<file path="src/rtl/q2a03_pkg.sv">
// Shared Q2A03 types and constants: bus words, DMA state encoding, fixed register addresses.
package q2a03_pkg;

    typedef logic [7:0]  byte_t;
    typedef logic [15:0] word_t;

    typedef enum logic [2:0] {
        ST_IDLE,
        ST_PENDING,
        ST_HALT,
        ST_ALIGN,
        ST_READ,
        ST_WRITE
    } dma_state_t;

    // One system-bus request: what the bus mux presents for a given cycle.
    typedef struct packed {
        word_t addr;
        logic  rdwr;
        byte_t wr_data;
    } bus_req_t;

    localparam word_t       DMA_REG_ADDR    = 16'h4014;
    localparam word_t       OAM_DATA_ADDR   = 16'h2004;
    localparam int unsigned CPU_CLK_DIV     = 12;
    localparam int unsigned OAM_BYTES       = 256;

    // States in which the DMA engine owns the bus and the core is stalled.
    function automatic logic is_stall(input dma_state_t s);
        return (s == ST_HALT) || (s == ST_ALIGN) || (s == ST_READ) || (s == ST_WRITE);
    endfunction

endpackage

</file>
<file path="src/rtl/q2a03_oam_dma_if.sv">
// CPU-side and system-side bus bundle around the OAM DMA engine.
interface q2a03_oam_dma_if;
    import q2a03_pkg::*;

    logic  G_phy2;
    word_t cpu_addr;
    logic  cpu_rdwr;
    byte_t cpu_wr_data;
    logic  cpu_ready;
    word_t G_addr;
    logic  G_rdwr;
    byte_t G_wr_data;
    byte_t G_rd_data;
    logic  dma_busy;

    // The DMA engine is the system bus master.
    modport master (
        input  G_phy2,
        input  cpu_addr,
        input  cpu_rdwr,
        input  cpu_wr_data,
        input  G_rd_data,
        output cpu_ready,
        output G_addr,
        output G_rdwr,
        output G_wr_data,
        output dma_busy
    );

    // Core plus memory side of the bundle.
    modport slave (
        output G_phy2,
        output cpu_addr,
        output cpu_rdwr,
        output cpu_wr_data,
        output G_rd_data,
        input  cpu_ready,
        input  G_addr,
        input  G_rdwr,
        input  G_wr_data,
        input  dma_busy
    );

endinterface

</file>
<file path="src/rtl/q2a03_cycle_div.sv">
// CPU-cycle divider used while the core is stalled: counts G_clock ticks and strobes each cycle end.
module q2a03_cycle_div #(
    parameter int unsigned CLK_DIV = 12
) (
    input  logic clk,
    input  logic rst,
    input  logic i_clr,
    input  logic i_en,
    output logic o_cyc_end_c
);

    localparam int unsigned CW = (CLK_DIV > 1) ? $clog2(CLK_DIV) : 1;

    logic [CW-1:0] r_div_cnt;
    logic          w_last;

    assign w_last      = (r_div_cnt == CW'(CLK_DIV - 1));
    assign o_cyc_end_c = i_en & w_last;

    // Holds at zero when disabled so every stall starts on a fresh cycle.
    always_ff @(posedge clk or posedge rst) begin
        if (rst) begin
            r_div_cnt <= '0;
        end else if (i_clr || !i_en || w_last) begin
            r_div_cnt <= '0;
        end else begin
            r_div_cnt <= r_div_cnt + CW'(1);
        end
    end

endmodule

</file>
<file path="src/rtl/q2a03_oam_dma.sv">
// Sprite DMA: snoops writes to the trigger register, stalls the core and copies a 256-byte page
// to the PPU OAM data port; otherwise passes the CPU bus through untouched.
module q2a03_oam_dma
    import q2a03_pkg::*;
#(
    parameter int unsigned CLK_DIV  = CPU_CLK_DIV,
    parameter word_t       DMA_REG  = DMA_REG_ADDR,
    parameter word_t       OAM_DATA = OAM_DATA_ADDR
) (
    input  logic            G_clock,
    input  logic            G_reset,
    q2a03_oam_dma_if.master bus
);

    dma_state_t r_state;
    logic       r_phy2_q;
    logic       r_odd;
    byte_t      r_page;
    byte_t      r_idx;
    byte_t      r_data;
    logic       r_cpu_ready;
    logic       r_dma_busy;

    logic       w_bnd;
    logic       w_stall;
    logic       w_div_clr;
    logic       w_cyc_end;
    logic       w_cpu_cyc;
    logic       w_trigger;
    bus_req_t   w_cpu_req;
    bus_req_t   w_bus_req;

    assign w_bnd     = r_phy2_q & ~bus.G_phy2;
    assign w_stall   = is_stall(r_state);
    assign w_div_clr = (r_state == ST_PENDING) & w_bnd;
    assign w_trigger = w_bnd & (bus.cpu_addr == DMA_REG) & ~bus.cpu_rdwr;
    // A CPU cycle ends on a phy2 fall normally, and on the divider strobe while stalled.
    assign w_cpu_cyc = w_stall ? w_cyc_end : w_bnd;

    q2a03_cycle_div #(
        .CLK_DIV (CLK_DIV)
    ) u_cycle_div (
        .clk         (G_clock),
        .rst         (G_reset),
        .i_clr       (w_div_clr),
        .i_en        (w_stall),
        .o_cyc_end_c (w_cyc_end)
    );

    always_ff @(posedge G_clock or posedge G_reset) begin
        if (G_reset) begin
            r_state     <= ST_IDLE;
            r_phy2_q    <= 1'b0;
            r_odd       <= 1'b0;
            r_page      <= '0;
            r_idx       <= '0;
            r_data      <= '0;
            r_cpu_ready <= 1'b1;
            r_dma_busy  <= 1'b0;
        end else begin
            r_phy2_q <= bus.G_phy2;
            if (w_cpu_cyc) begin
                r_odd <= ~r_odd;
            end
            unique case (r_state)
                ST_IDLE: begin
                    if (w_trigger) begin
                        r_page     <= bus.cpu_wr_data;
                        r_idx      <= '0;
                        r_dma_busy <= 1'b1;
                        r_state    <= ST_PENDING;
                    end
                end
                // Let the trigger write finish before taking the bus.
                ST_PENDING: begin
                    if (w_bnd) begin
                        r_cpu_ready <= 1'b0;
                        r_state     <= ST_HALT;
                    end
                end
                ST_HALT: begin
                    if (w_cyc_end) begin
                        r_state <= r_odd ? ST_ALIGN : ST_READ;
                    end
                end
                ST_ALIGN: begin
                    if (w_cyc_end) begin
                        r_state <= ST_READ;
                    end
                end
                ST_READ: begin
                    if (w_cyc_end) begin
                        r_data  <= bus.G_rd_data;
                        r_state <= ST_WRITE;
                    end
                end
                ST_WRITE: begin
                    if (w_cyc_end) begin
                        if (r_idx == 8'hFF) begin
                            r_cpu_ready <= 1'b1;
                            r_dma_busy  <= 1'b0;
                            r_state     <= ST_IDLE;
                        end else begin
                            r_idx   <= r_idx + 8'd1;
                            r_state <= ST_READ;
                        end
                    end
                end
                default: r_state <= ST_IDLE;
            endcase
        end
    end

    assign w_cpu_req = '{addr: bus.cpu_addr, rdwr: bus.cpu_rdwr, wr_data: bus.cpu_wr_data};

    // System bus mux: pass-through unless the engine owns the bus.
    always_comb begin
        w_bus_req = w_cpu_req;
        unique case (r_state)
            ST_HALT, ST_ALIGN: w_bus_req = '{addr: bus.cpu_addr, rdwr: 1'b1, wr_data: bus.cpu_wr_data};
            ST_READ:           w_bus_req = '{addr: {r_page, r_idx}, rdwr: 1'b1, wr_data: r_data};
            ST_WRITE:          w_bus_req = '{addr: OAM_DATA, rdwr: 1'b0, wr_data: r_data};
            default:           w_bus_req = w_cpu_req;
        endcase
    end

    assign bus.G_addr    = w_bus_req.addr;
    assign bus.G_rdwr    = w_bus_req.rdwr;
    assign bus.G_wr_data = w_bus_req.wr_data;
    assign bus.cpu_ready = r_cpu_ready;
    assign bus.dma_busy  = r_dma_busy;

endmodule

</file>
<file path="src/flat_wrapper.sv">
// flat-port wrapper written by rule: the top's interface ports become plain ports
module q2a03_oam_dma_flat import q2a03_pkg::*;
#(
    parameter int unsigned CLK_DIV  = CPU_CLK_DIV,
    parameter word_t       DMA_REG  = DMA_REG_ADDR,
    parameter word_t       OAM_DATA = OAM_DATA_ADDR
)
  (G_clock, G_reset, bus_G_phy2, bus_cpu_addr, bus_cpu_rdwr, bus_cpu_wr_data, bus_G_rd_data, bus_cpu_ready, bus_G_addr, bus_G_rdwr, bus_G_wr_data, bus_dma_busy);
  q2a03_oam_dma_if bus_i ();
  input  logic G_clock;
  input  logic G_reset;
  input wire logic [$bits(bus_i.G_phy2)-1:0] bus_G_phy2;
  input wire logic [$bits(bus_i.cpu_addr)-1:0] bus_cpu_addr;
  input wire logic [$bits(bus_i.cpu_rdwr)-1:0] bus_cpu_rdwr;
  input wire logic [$bits(bus_i.cpu_wr_data)-1:0] bus_cpu_wr_data;
  input wire logic [$bits(bus_i.G_rd_data)-1:0] bus_G_rd_data;
  output wire logic [$bits(bus_i.cpu_ready)-1:0] bus_cpu_ready;
  output wire logic [$bits(bus_i.G_addr)-1:0] bus_G_addr;
  output wire logic [$bits(bus_i.G_rdwr)-1:0] bus_G_rdwr;
  output wire logic [$bits(bus_i.G_wr_data)-1:0] bus_G_wr_data;
  output wire logic [$bits(bus_i.dma_busy)-1:0] bus_dma_busy;
  assign bus_i.G_phy2 = bus_G_phy2;
  assign bus_i.cpu_addr = bus_cpu_addr;
  assign bus_i.cpu_rdwr = bus_cpu_rdwr;
  assign bus_i.cpu_wr_data = bus_cpu_wr_data;
  assign bus_i.G_rd_data = bus_G_rd_data;
  assign bus_cpu_ready = bus_i.cpu_ready;
  assign bus_G_addr = bus_i.G_addr;
  assign bus_G_rdwr = bus_i.G_rdwr;
  assign bus_G_wr_data = bus_i.G_wr_data;
  assign bus_dma_busy = bus_i.dma_busy;
  q2a03_oam_dma #(.CLK_DIV(CLK_DIV), .DMA_REG(DMA_REG), .OAM_DATA(OAM_DATA)) u_core (.G_clock(G_clock), .G_reset(G_reset), .bus(bus_i));
endmodule
</file>
<file path="config.mk">
export PLATFORM = sky130hd
export DESIGN_NAME = q2a03_oam_dma_flat
export DESIGN_NICKNAME = d
export VERILOG_FILES = /design/src/rtl/q2a03_pkg.sv /design/src/rtl/q2a03_oam_dma_if.sv /design/src/rtl/q2a03_cycle_div.sv /design/src/rtl/q2a03_oam_dma.sv /design/src/flat_wrapper.sv
export SDC_FILE = /design/constraint.sdc
export NUM_CORES = 1
export LEC_CHECK = 0
export BUFFER_PORTS_ARGS = -buffer_cell sky130_fd_sc_hd__buf_2
export CORE_MARGIN = 8
export CORE_UTILIZATION = 50
export DETAILED_ROUTE_END_ITERATION = 10
export PLACE_DENSITY_LB_ADDON = 0.15
export SYNTH_ARGS = -nofsm -noshare
export SYNTH_HDL_FRONTEND = slang
export SYNTH_HIERARCHICAL = 1
export SYNTH_SLANG_ARGS = --single-unit
</file>
<file path="constraint.sdc">
create_clock -name G_clock -period 2.6 [get_ports G_clock]
set_clock_uncertainty 0.1 [all_clocks]
set_input_delay 0.13 -clock G_clock [delete_from_list [all_inputs] [get_ports G_clock]]
set_output_delay 0.13 -clock G_clock [all_outputs]
set_load 0.1 [all_outputs]
</file>
* Word level (Yosys, flattened, before mapping)
Cells that the tools add are included.
** Word-level totals
- Input port bits :: 36
- Flip-flop bits (word level) :: 35
** Cells by class
- Add/sub/neg operators :: 2
- Reductions and logical operators :: 16
- Mux-type cells :: 24
- Bitwise gates (word level) :: 8
- Eq/ne operators :: 16
** Operators by type and width (count)
- $pmux 25 s3 :: 1
- $mux 3 :: 8
- $mux 8 :: 3
- $pmux 3 s6 :: 1
- $eq 16x15->1 const B :: 1
- $pmux 8 s2 :: 1
- $ne 2x1->1 const B :: 6
- $reduce_and 4->1 :: 3
- $add 8x1->8 const B :: 1
- $eq 8x8->1 const B :: 1
- $mux 1 :: 7
- $eq 3x2->1 const B :: 2
- $eq 3x3->1 const B :: 2
- $reduce_and 6->1 :: 1
- $and 1x1->1 :: 5
- $logic_or 1x1->1 :: 5
- $add 4x1->4 const B :: 1
- $eq 4x4->1 const B :: 1
- $mux 4 :: 1
- $ne 2x2->1 const B :: 2
- $pmux 1 s2 :: 2
- $reduce_and 2->1 :: 2
- $reduce_bool 2->1 :: 2
- $eq 3x1->1 const B :: 1
- 4 further kinds :: 6

* Depth between registers and ports, before layout
Gate-level depths: netlist of run 1.
- Depth in word-level cells :: 8
- Gate-level depth with buffers :: 12
- Gate-level depth less buffers :: 9

* Hierarchy
The synthesis of run 1 kept the hierarchy.
** Modules (own cells, without submodules)
- q2a03_oam_dma :: area each 1818.0 sq um, sequential area each 777.0 sq um, cells each 178, times used 1
- q2a03_cycle_div :: area each 196.4 sq um, sequential area each 100.1 sq um, cells each 18, times used 1

* Worst setup path before layout of run 1
No wires, ideal clock.
- Kind :: reg-to-output
- Start :: reg u_core.r_state[2]
- End :: out bus_G_rdwr
- Arrival time :: 3.037 ns
- Stages on the path, launching flop included :: 9
- Path slack :: -0.667 ns
- Cell sequence :: dfrtp_1 -> buf_2 -> inv_1 -> ha_1 -> or2_2 -> clkbuf_1 -> clkbuf_1 -> a21oi_1 -> a21oi_1
** Between the ends
- Longest elaborated chain between the ends :: 3
- Elaborated cells on any way between the ends :: 6
- Those cells by class :: 4 x eq/ne; 1 x mux; 1 x reduce/logical
** RTL lines
- from (decl) :: line q2a03_oam_dma.sv:15 : dma_state_t r_state;
- from (signal assigned) :: line q2a03_oam_dma.sv:83 : r_state <= r_odd ? ST_ALIGN : ST_READ;
- $eq 3x2->1 :: line q2a03_oam_dma.sv:119 : unique case (r_state)
- $reduce_or 2->1 :: line q2a03_oam_dma.sv:119
- $pmux 25 s3 * :: line q2a03_oam_dma.sv:119
- to (decl) :: line flat_wrapper.sv:19 : output wire logic [$bits(bus_i.G_rdwr)-1:0] bus_G_rdwr;
Every way passes the cells marked *; elsewhere a longest branch is shown, timed or not.

* Worst setup path after layout of run 1
Same ends and word-level chain as after synthesis.

==> flow_metrics.py, run 1 <==
metrics = {
    "sta": {
        "setup_viol": 0,
        "max_slew_margin_pct": 67.8,
        "period_needed_ns": 2.48,
        "tns_ns": 0,
        "max_freq_mhz": 403,
        "rsz0062_at_grt": "false",
        "report.final.slew_viol_count": 0,
        "final-hold-violation-count": 0,
        "fin_crit_sh_pct": 95.4,
        "worstMarginPinSlew_ns": 0.486,
    },
    "logic_synthesis": {
        "netlist-cell-type-count": 42,
        "synth_xor_area_share_pct": 1.30,
        "synth_top_family_by_area": "simple AND/OR/NAND/NOR gates",
        "synth_enable_flop_cells": 0,
        "synthAdderAreaFrac_pct": 2.48,
        "muxShareOfSynthArea_pct": 11.0,
        "synth_area_um2": 2010,
        "synth-seq-area-share_pct": 43.5,
        "synth_ff_type": "dfrtp_1",
        "yosysWarnings": 6,
        "yosys.area_share.simple_pct": 18.8,
        "synthCells": 196,
        "avgSynthCellArea_um2": 10.3,
        "synth_compound_area_share_pct": 18.0,
        "synth_nets": 236,
        "ys_seq_elements": 35,
        "postSynth.asyncResetShare_pct": 100,
    },
    "cts": {
        "numCtsBuffers": 5,
        "cts_root_buffer": "clkbuf_8",
        "clk_pin_slew_worst_paths_ns": 0.07,
        "tritoncts": "built",
        "htree_levels": 2,
        "cts.sinks": 35,
        "clk_path_buf_depth": 2,
        "post_cts_buffers": 0,
        "clk_latency_ns": 0.29,
    },
    "placed_design": {
        "gp_congestion": 0.919,
        "port_buffers": 62,
        "placed_cells": 301,
        "dp_hpwl_um": 4230,
    },
    "power": {
        "combPwrFrac_pct": 14.8,
        "power_density_nw_per_um2": 368,
        "p_leak_nw": 1.48,
        "power.switching_w": 0.000290,
        "netSwitchingFraction_pct": 26.3,
        "pwr-share-clk_pct": 34.8,
        "power.total_w": 0.00110,
        "ir_drop_uv": 405,
        "p_seq_share_pct": 50.4,
        "p_int_w": 0.000812,
    },
    "global_routing": {
        "grt_pass1_wl_um": 9490,
        "grt_overflow": 0,
        "grt_antenna_before_repair": 0,
        "grt_pass1_vias": 1934,
        "grt_max_degree": 32,
        "grt_usage_pct": 19.5,
    },
    "setup_path": {
        "r2r.worst_path.cells": 10,
        "r2r_slack_ns": 0.26,
        "start_kind": "register",
        "crit_type": "register to primary output",
        "rr_endpoint": "u_core/r_idx[0]",
        "crit_path_end_kind": "primary output",
        "arrival_ns": 2.25,
        "cp_max_fo": 25,
        "timing.rr.start": "u_core/r_state[2]",
        "crit_chain": "inv_1, ha_1, or2_4, a21oi_1, a21oi_4, buf_12",
        "cp.required_ns": 2.37,
        "cp_slowest_cell": "dfrtp_1",
        "endpoint": "bus_G_rdwr",
        "max_stage_delay_ns": 0.52,
        "critPathLaunch": "u_core/r_state[2]",
    },
    "floorplan": {
        "ios": 63,
        "row_count": 23,
        "die_h_um": 79.5,
        "start_util_pct": 51.1,
        "dieArea_um2": 6320,
        "coreArea_um2": 3940,
        "die_w_um": 79.5,
    },
    "outcome": {
        "status": "finished clean",
    },
    "min_path": {
        "hold_class": "input pin to register",
    },
    "final_layout": {
        "fill_cells": 261,
        "num_antenna_cells": 0,
        "fin_nets": 315,
        "layout_commonest_cell": "buf_2",
        "multi_input_comb_area_um2": 1050,
        "drive_gt1_share_pct": 37.0,
        "final_core_util_pct": 76.1,
        "final_cell_mix": "buf_2 (37), dfrtp_1 (34), buf_12 (25), a22o_1 (22)",
        "syn_to_final_growth_pct": 48.9,
        "register_area_um2": 877,
        "fin_cells": 326,
    },
    "flow_run": {
        "drv_cap": 0,
    },
    "drt": {
        "vias": 1815,
        "postRouteAntennaNets": 0,
        "post-route-drc-count": 0,
        "detail_route.wirelength_um": 5920,
        "wl_per_cell_um": 18.2,
        "initialDrtViolationCount": 97,
        "viasPerCell": 5.57,
        "drt_pass1_iterations": 4,
    },
}
## per-stage QoR
stage | hold slack, ns | instance area [µm²] | setup slack (ns)
global route | 0.00260 | 3000 | 0.00173
floorplan | -0.204 | 2030 | 0.000383
CTS | 0.00434 | 3000 | 0.0809
finish | 0.0142 | 3000 | 0.118
global placement | -0.0749 | 2740 | 0.323
detailed placement | -0.0742 | 2740 | 0.296
## worst min path at each step
stage | startpoint | end | slack, ns | cells after the start
5_1_grt | bus_cpu_wr_data[2] | u_core/r_page[2] | 0.003 | 2
3_5_place_dp | G_reset | u_core/u_cycle_div/r_div_cnt[3] | -0.07 | 2
3_3_place_gp | G_reset | u_core/u_cycle_div/r_div_cnt[3] | -0.07 | 2
2_1_floorplan | G_reset | u_core/u_cycle_div/r_div_cnt[0] | -0.20 | 1
6_report | bus_cpu_wr_data[2] | u_core/r_page[2] | 0.01 | 2
4_1_cts | bus_cpu_wr_data[2] | u_core/r_page[2] | 0.004 | 2
## state kept, by name, summed over array words and instances (netlist names)
register	count
u_core/r_state	3
u_core/r_idx	8
u_core/r_data	8
u_core/bus.dma_busy	1
u_core/r_odd	1
u_core/u_cycle_div/r_div_cnt	4
u_core/r_phy2_q	1
u_core/r_page	8
u_core/bus.cpu_ready	1
## power by group through the flow
stage	sequential, W	combinational (W)	clock (W)
finish	0.000555	0.000163	0.000384
global placement	0.000565	0.000140	0
CTS	0.000555	0.000161	0.000397
detailed placement	0.000565	0.000141	0
global route	0.000556	0.000171	0.000413
floorplan	0.000564	0.0000726	0
## logic make-up (layout without fill, tap and decap cells)
group | Yosys count | in the layout
flops | 35 | 35
simple gates | 64 | 64
buf+inv | 20 | 100
compound gates | 50 | 50
xor+xnor | 3 | 3
mux | 20 | 20
fa+ha+maj | 4 | 4
## timing repair
item,4_1_cts,5_1_grt
setup endpoints to repair,23,6
gates resized for setup,1,1
hold buffers,17,0
hold endpoints to repair,50,0
## layout make-up
type                            instances  share of cell area (%)
Sequential cell                        35                    29.2
Clock inverter                          1                   0.167
Inverter                                8                    1.00
Multi-Input combinational cell        141                    35.2
Tap cell                               50                    2.09
Timing Repair Buffer                   84                    29.8
Clock buffer                            7                    2.54
## critical path, delay by kind of cell, from the launching register on
kind	cells	cell delay, ns
and+or+nand+nor	1	0.40
AOI/OAI and AO/OA	2	0.33
buffers and inverters	2	0.31
DFF	1	0.52
adders and majority gates	1	0.38
## metal layers
layer	up-vias	GRT usage (%)	share of wire [%]	wire length, µm
met3	10	8.67	8.1	482
met1	876	20.2	39	2310
met5	-	0	0	0
met4	0	8.52	1.6	95
li1	876	-	-	-
met2	53	33.3	51	3030
## synthesized netlist by cell type, drive strengths merged (2+ instances only)
cell type / count / area share (%)
nor3: 3 / 0.99
nor2b: 3 / 0.93
buf: 8 / 2.7
nand2: 13 / 2.5
a31oi: 6 / 1.9
inv: 8 / 1.5
a32o: 2 / 0.99
dfrtp: 34 / 42
nand2b: 7 / 2.2
or2: 2 / 0.62
xnor2: 2 / 0.87
nand3: 6 / 1.5
ha: 4 / 2.5
mux2i: 3 / 1.5
mux2: 17 / 9.5
and3b: 2 / 0.87
and3: 5 / 2.0
o21ai: 7 / 1.7
nor2: 15 / 3.2
a21oi: 9 / 2.2
a22o: 22 / 9.6
clkbuf: 4 / 0.75
nor4b: 2 / 0.87
nand3b: 3 / 1.9
Note: power is estimated with default switching activity, not from simulation.
==> run 2: changes to the inputs <==
==> constraint.sdc (replaced) <==
create_clock -name G_clock -period 2.6 [get_ports G_clock]
set_clock_uncertainty 0.1 [all_clocks]
set_input_delay 0.26 -clock G_clock [delete_from_list [all_inputs] [get_ports G_clock]]
set_output_delay 0.26 -clock G_clock [all_outputs]
set_load 0.1 [all_outputs]
==> flow_metrics.py, run 2 (synthesis gave the netlist of run 1 again) <==
metrics = {
    "outcome": {
        "status": "finished clean",
    },
    "floorplan": {
        "start_util_pct": 51.1,
        "ios": 63,
        "dieArea_um2": 6320,
        "coreArea_um2": 3940,
        "die_h_um": 79.5,
        "die_w_um": 79.5,
        "row_count": 23,
    },
    "final_layout": {
        "final_core_util_pct": 73.0,
        "top_regs": "u_core/r_data x8, u_core/r_idx x8, u_core/r_page x8",
        "design_area_um2": 2880,
        "fin_nets": 300,
        "drive_gt1_share_pct": 46.4,
        "syn_to_final_growth_pct": 42.9,
        "layout_commonest_cell": "buf_2",
        "final_cell_mix": "buf_2 (37), dfrtp_1 (34), buf_12 (25), mux2_2 (17), a22o_2 (17)",
        "num_antenna_cells": 0,
    },
    "setup_path": {
        "crit_type": "register to primary output",
        "cp.required_ns": 2.24,
        "rr_endpoint": "u_core/r_data[1]",
        "r2r_slack_ns": 0.24,
        "arrival_ns": 2.12,
        "cp_max_fo": 25,
        "r2r.worst_path.cells": 6,
        "start_kind": "register",
        "timing.rr.start": "u_core/r_state[1]",
        "crit_path_end_kind": "primary output",
    },
    "drt": {
        "wl_per_cell_um": 18.2,
        "initialDrtViolationCount": 115,
        "vias": 1771,
        "viasPerCell": 5.69,
        "detail_route.wirelength_um": 5650,
        "drt_pass1_iterations": 4,
        "postRouteAntennaNets": 0,
        "post-route-drc-count": 0,
    },
    "power": {
        "ir_drop_uv": 366,
        "p_leak_nw": 1.44,
        "power_density_nw_per_um2": 384,
    },
    "cts": {
        "tritoncts": "built",
        "htree_levels": 2,
        "clk_latency_ns": 0.28,
        "cts.sinks": 35,
        "clk_path_buf_depth": 2,
        "clk_pin_slew_worst_paths_ns": 0.07,
        "numCtsBuffers": 5,
        "cts_root_buffer": "clkbuf_8",
        "post_cts_buffers": 0,
    },
    "sta": {
        "worstMarginPinSlew_ns": 0.487,
        "setup_ws_ns": 0.119,
        "rsz0062_at_grt": "false",
        "period_needed_ns": 2.48,
        "max_slew_margin_pct": 67.8,
        "holdWs_ns": 0.0283,
        "report.final.slew_viol_count": 0,
        "fin_crit_sh_pct": 95.4,
        "setup_viol": 0,
        "final-hold-violation-count": 0,
        "max_freq_mhz": 403,
    },
    "global_routing": {
        "grt_pass1_vias": 1879,
        "grt_pass1_wl_um": 9050,
        "grt_usage_pct": 18.3,
        "grt_antenna_before_repair": 0,
        "grt_max_degree": 32,
        "grt_overflow": 0,
    },
    "flow_run": {
        "drv_cap": 0,
    },
    "min_path": {
        "holdPathStages": 1,
        "hold_path_end": "u_core/r_phy2_q",
        "hold_class": "input pin to register",
        "worstHoldStart": "bus_G_phy2",
    },
    "placed_design": {
        "place_area_um2": 2770,
        "pre_cts_slack_ns": 0.281,
        "dp_hpwl_um": 4420,
        "gp_congestion": 0.830,
        "port_buffers": 62,
    },
}
-- run 2: repair_timing --
item,CTS,global route
setup endpoints to repair,23,1
hold buffers,1,0
cloned,0,0
hold endpoints to repair,34,0
gates resized for setup,1,1
-- run 2: per-layer routing --
| layer | track usage [%] | vias up | wire [µm] |
|---|---|---|---|
| li1 | - | 841 | - |
| met1 | 20.2 | 861 | 2250 |
| met2 | 30.0 | 60 | 2820 |
| met3 | 8.56 | 9 | 471 |
| met4 | 6.85 | 0 | 106 |
| met5 | 0 | - | 0 |
-- run 2: how the worst max path moves through the flow --
stage	cells after the start	end	slack [ns]	start
after CTS	6	bus_G_addr[13]	0.1	u_core/r_state[1]
after global placement	4	bus_G_addr[6]	0.33	u_core/r_state[1]
after detailed placement	4	bus_G_addr[6]	0.28	u_core/r_state[1]
after floorplan	8	bus_G_addr[13]	-0.05	u_core/r_state[2]
after global routing	5	bus_G_rdwr	0.009	u_core/r_state[1]
final	5	bus_G_rdwr	0.12	u_core/r_state[1]
-- run 2: power breakdown --
part | internal [W] | switching (W) | leakage, nW | total [W]
clock network | 0.000214 | 0.000191 | 0.0482 | 0.000405
logic | 0.0000587 | 0.0000857 | 0.948 | 0.000144
registers | 0.000552 | 0.00000352 | 0.440 | 0.000555
-- run 2: cell type report --
cell class,count,area (µm²)
Multi-Input combinational cell,141,1080
Tap cell,50,62.6
Fill cell,280,1060
Clock buffer,7,86.3
Inverter,8,30.0
Timing Repair Buffer,69,741
Sequential cell,35,877
Clock inverter,1,5.00
-- run 2: stage by stage --
stage	setup TNS, ns	std cells	power, W
2_1_floorplan	-0.0908	196	0.000639
3_3_place_gp	0	302	0.000708
3_5_place_dp	0	302	0.000710
4_1_cts	0	311	0.00112
5_1_grt	0	311	0.00115
6_report	0	311	0.00110
-- run 2: worst max-delay path, cell delays in order, from the launching register on --
cell and delay (ns):
dfrtp_1 0.49, ha_1 0.43, or2_4 0.40, a21oi_1 0.27, a21oi_4 0.06, buf_12 0.17
==> run 3: changes to the inputs <==
--- a/config.mk
+++ b/config.mk
@@ -5,11 +5,11 @@
 export SDC_FILE = /design/constraint.sdc
 export NUM_CORES = 1
 export LEC_CHECK = 0
-export BUFFER_PORTS_ARGS = -buffer_cell sky130_fd_sc_hd__buf_2
+export BUFFER_PORTS_ARGS = -buffer_cell sky130_fd_sc_hd__buf_4
 export CORE_MARGIN = 8
 export CORE_UTILIZATION = 50
 export DETAILED_ROUTE_END_ITERATION = 10
-export PLACE_DENSITY_LB_ADDON = 0.15
+export PLACE_DENSITY = 0.78
 export SYNTH_ARGS = -nofsm -noshare
 export SYNTH_HDL_FRONTEND = slang
 export SYNTH_HIERARCHICAL = 1
==> flow_metrics.py, run 3 (synthesis gave the netlist of run 1 again) <==
metrics = {
    "outcome": {
        "status": "finished clean",
    },
    "placed_design": {
        "pre_cts_slack_ns": 0.234,
        "place_area_um2": 2550,
        "placed_cells": 302,
        "dp_hpwl_um": 4160,
        "port_buffers": 62,
        "gp_congestion": 0.859,
    },
    "min_path": {
        "worstHoldStart": "bus_G_phy2",
        "hold_path_end": "u_core/r_phy2_q",
        "hold_class": "input pin to register",
        "holdPathStages": 1,
    },
    "cts": {
        "clk_latency_ns": 0.28,
        "cts_root_buffer": "clkbuf_8",
        "tritoncts": "built",
        "clk_pin_slew_worst_paths_ns": 0.06,
        "htree_levels": 2,
        "cts.sinks": 35,
        "clk_path_buf_depth": 2,
        "numCtsBuffers": 5,
    },
    "drt": {
        "post-route-drc-count": 0,
        "initialDrtViolationCount": 114,
        "vias": 1739,
        "drt_pass1_iterations": 4,
        "detail_route.wirelength_um": 5430,
        "postRouteAntennaNets": 0,
        "viasPerCell": 5.63,
        "wl_per_cell_um": 17.6,
    },
    "setup_path": {
        "crit_path_end_kind": "primary output",
        "path_buf_inv": 1,
        "start_kind": "register",
        "cp_slowest_cell": "dfrtp_1",
        "critPathTopFamily": "flip-flops",
        "arrival_ns": 2.14,
        "timing.rr.start": "u_core/r_state[1]",
        "cp_max_fo": 25,
        "r2r.worst_path.cells": 6,
        "crit_chain": "ha_1, or2_4, a21oi_1, a21oi_4, buf_4",
        "max_stage_delay_ns": 0.48,
        "crit_type": "register to primary output",
        "rr_endpoint": "u_core/r_data[1]",
        "r2r_slack_ns": 0.22,
        "cp.required_ns": 2.24,
    },
    "floorplan": {
        "dieArea_um2": 6320,
        "die_h_um": 79.5,
        "ios": 63,
        "die_w_um": 79.5,
        "coreArea_um2": 3940,
        "row_count": 23,
        "start_util_pct": 51.1,
    },
    "sta": {
        "period_needed_ns": 2.50,
        "report.final.slew_viol_count": 0,
        "rsz0062_at_grt": "false",
        "fin_crit_sh_pct": 96.2,
        "max_freq_mhz": 400,
        "max_slew_margin_pct": 72.4,
        "setup_viol": 0,
        "setup_ws_ns": 0.0979,
        "worstMarginPinSlew_ns": 0.408,
        "final-hold-violation-count": 0,
    },
    "global_routing": {
        "grt_pass1_wl_um": 8710,
        "grt_overflow": 0,
        "grt_max_degree": 32,
        "grt_usage_pct": 17.4,
        "grt_pass1_vias": 1820,
        "grt_antenna_before_repair": 0,
    },
    "final_layout": {
        "syn_to_final_growth_pct": 30.9,
        "design_area_um2": 2640,
        "fill_cells": 323,
        "top_regs": "u_core/r_data x8, u_core/r_idx x8, u_core/r_page x8",
        "final_cell_mix": "buf_4 (68), dfrtp_1 (34), mux2_2 (17), a22o_2 (17), nor2_1 (14)",
        "num_antenna_cells": 0,
        "drive_gt1_share_pct": 45.6,
        "layout_commonest_cell": "buf_4",
        "fin_nets": 300,
        "fin_cells": 309,
    },
    "flow_run": {
        "drv_cap": 0,
    },
    "power": {
        "power_density_nw_per_um2": 397,
        "p_leak_nw": 1.36,
        "power.total_w": 0.00105,
        "ir_drop_uv": 368,
    },
}
-- run 3: cell types whose count changed in the layout (fill, tap and decap cells not counted), sizes merged --
cell,previous run,this run
clkinv,1,0
clkbuf,7,6
-- run 3: final cells by class --
type	count	area, µm²	area share (%)
well taps	50	62.6	2.37
clock buffers	6	72.6	2.75
multi-input cells	141	1070	40.7
inverters	8	30.0	1.14
repair buffers	69	520	19.7
flip-flops and latches	35	877	33.3
-- run 3: per-stage QoR --
step / setup TNS (ns) / utilization [%] / hold slack [ns]
2_1_floorplan: -0.0908 / - / -0.0739
3_3_place_gp: 0 / 64.7 / 0.0586
3_5_place_dp: 0 / 64.7 / 0.0630
4_1_cts: 0 / 66.9 / 0.000928
5_1_grt: 0 / 66.9 / 0.00243
6_report: 0 / 66.9 / 0.00290
-- run 3: power breakdown --
group	total [W]	internal [W]	switching (W)
combinational	0.000138	0.0000564	0.0000815
clock	0.000353	0.000178	0.000175
sequential	0.000556	0.000552	0.00000378
total	0.00105	0.000786	0.000260
-- run 3: worst max-delay path by stage --
stage | from | to | slack [ns] | depth (start not counted)
2_1_floorplan | u_core/r_state[2] | bus_G_addr[13] | -0.05 | 8
3_3_place_gp | u_core/r_state[1] | bus_G_addr[4] | 0.28 | 4
3_5_place_dp | u_core/r_state[1] | bus_G_rdwr | 0.23 | 5
4_1_cts | u_core/r_state[1] | bus_G_rdwr | 0.1 | 5
5_1_grt | u_core/r_state[1] | bus_G_rdwr | 0.004 | 5
6_report | u_core/r_state[1] | bus_G_rdwr | 0.1 | 5
-- run 3: per-layer routing --
| metal | wire length, µm | up-vias | GRT usage (%) |
|---|---|---|---|
| met5 | 0 | - | 0 |
| met4 | 91 | 0 | 7.22 |
| met3 | 554 | 9 | 8.33 |
| met2 | 2660 | 51 | 27.8 |
| met1 | 2120 | 844 | 19.4 |
| li1 | - | 835 | - |
-- run 3: what timing repair did --
action | CTS | global route
hold endpoints to repair | 34 | 0
hold buffers | 1 | 0
setup endpoints to repair | 23 | 0
setup buffers | 0 | 0
resized for setup | 1 | 0
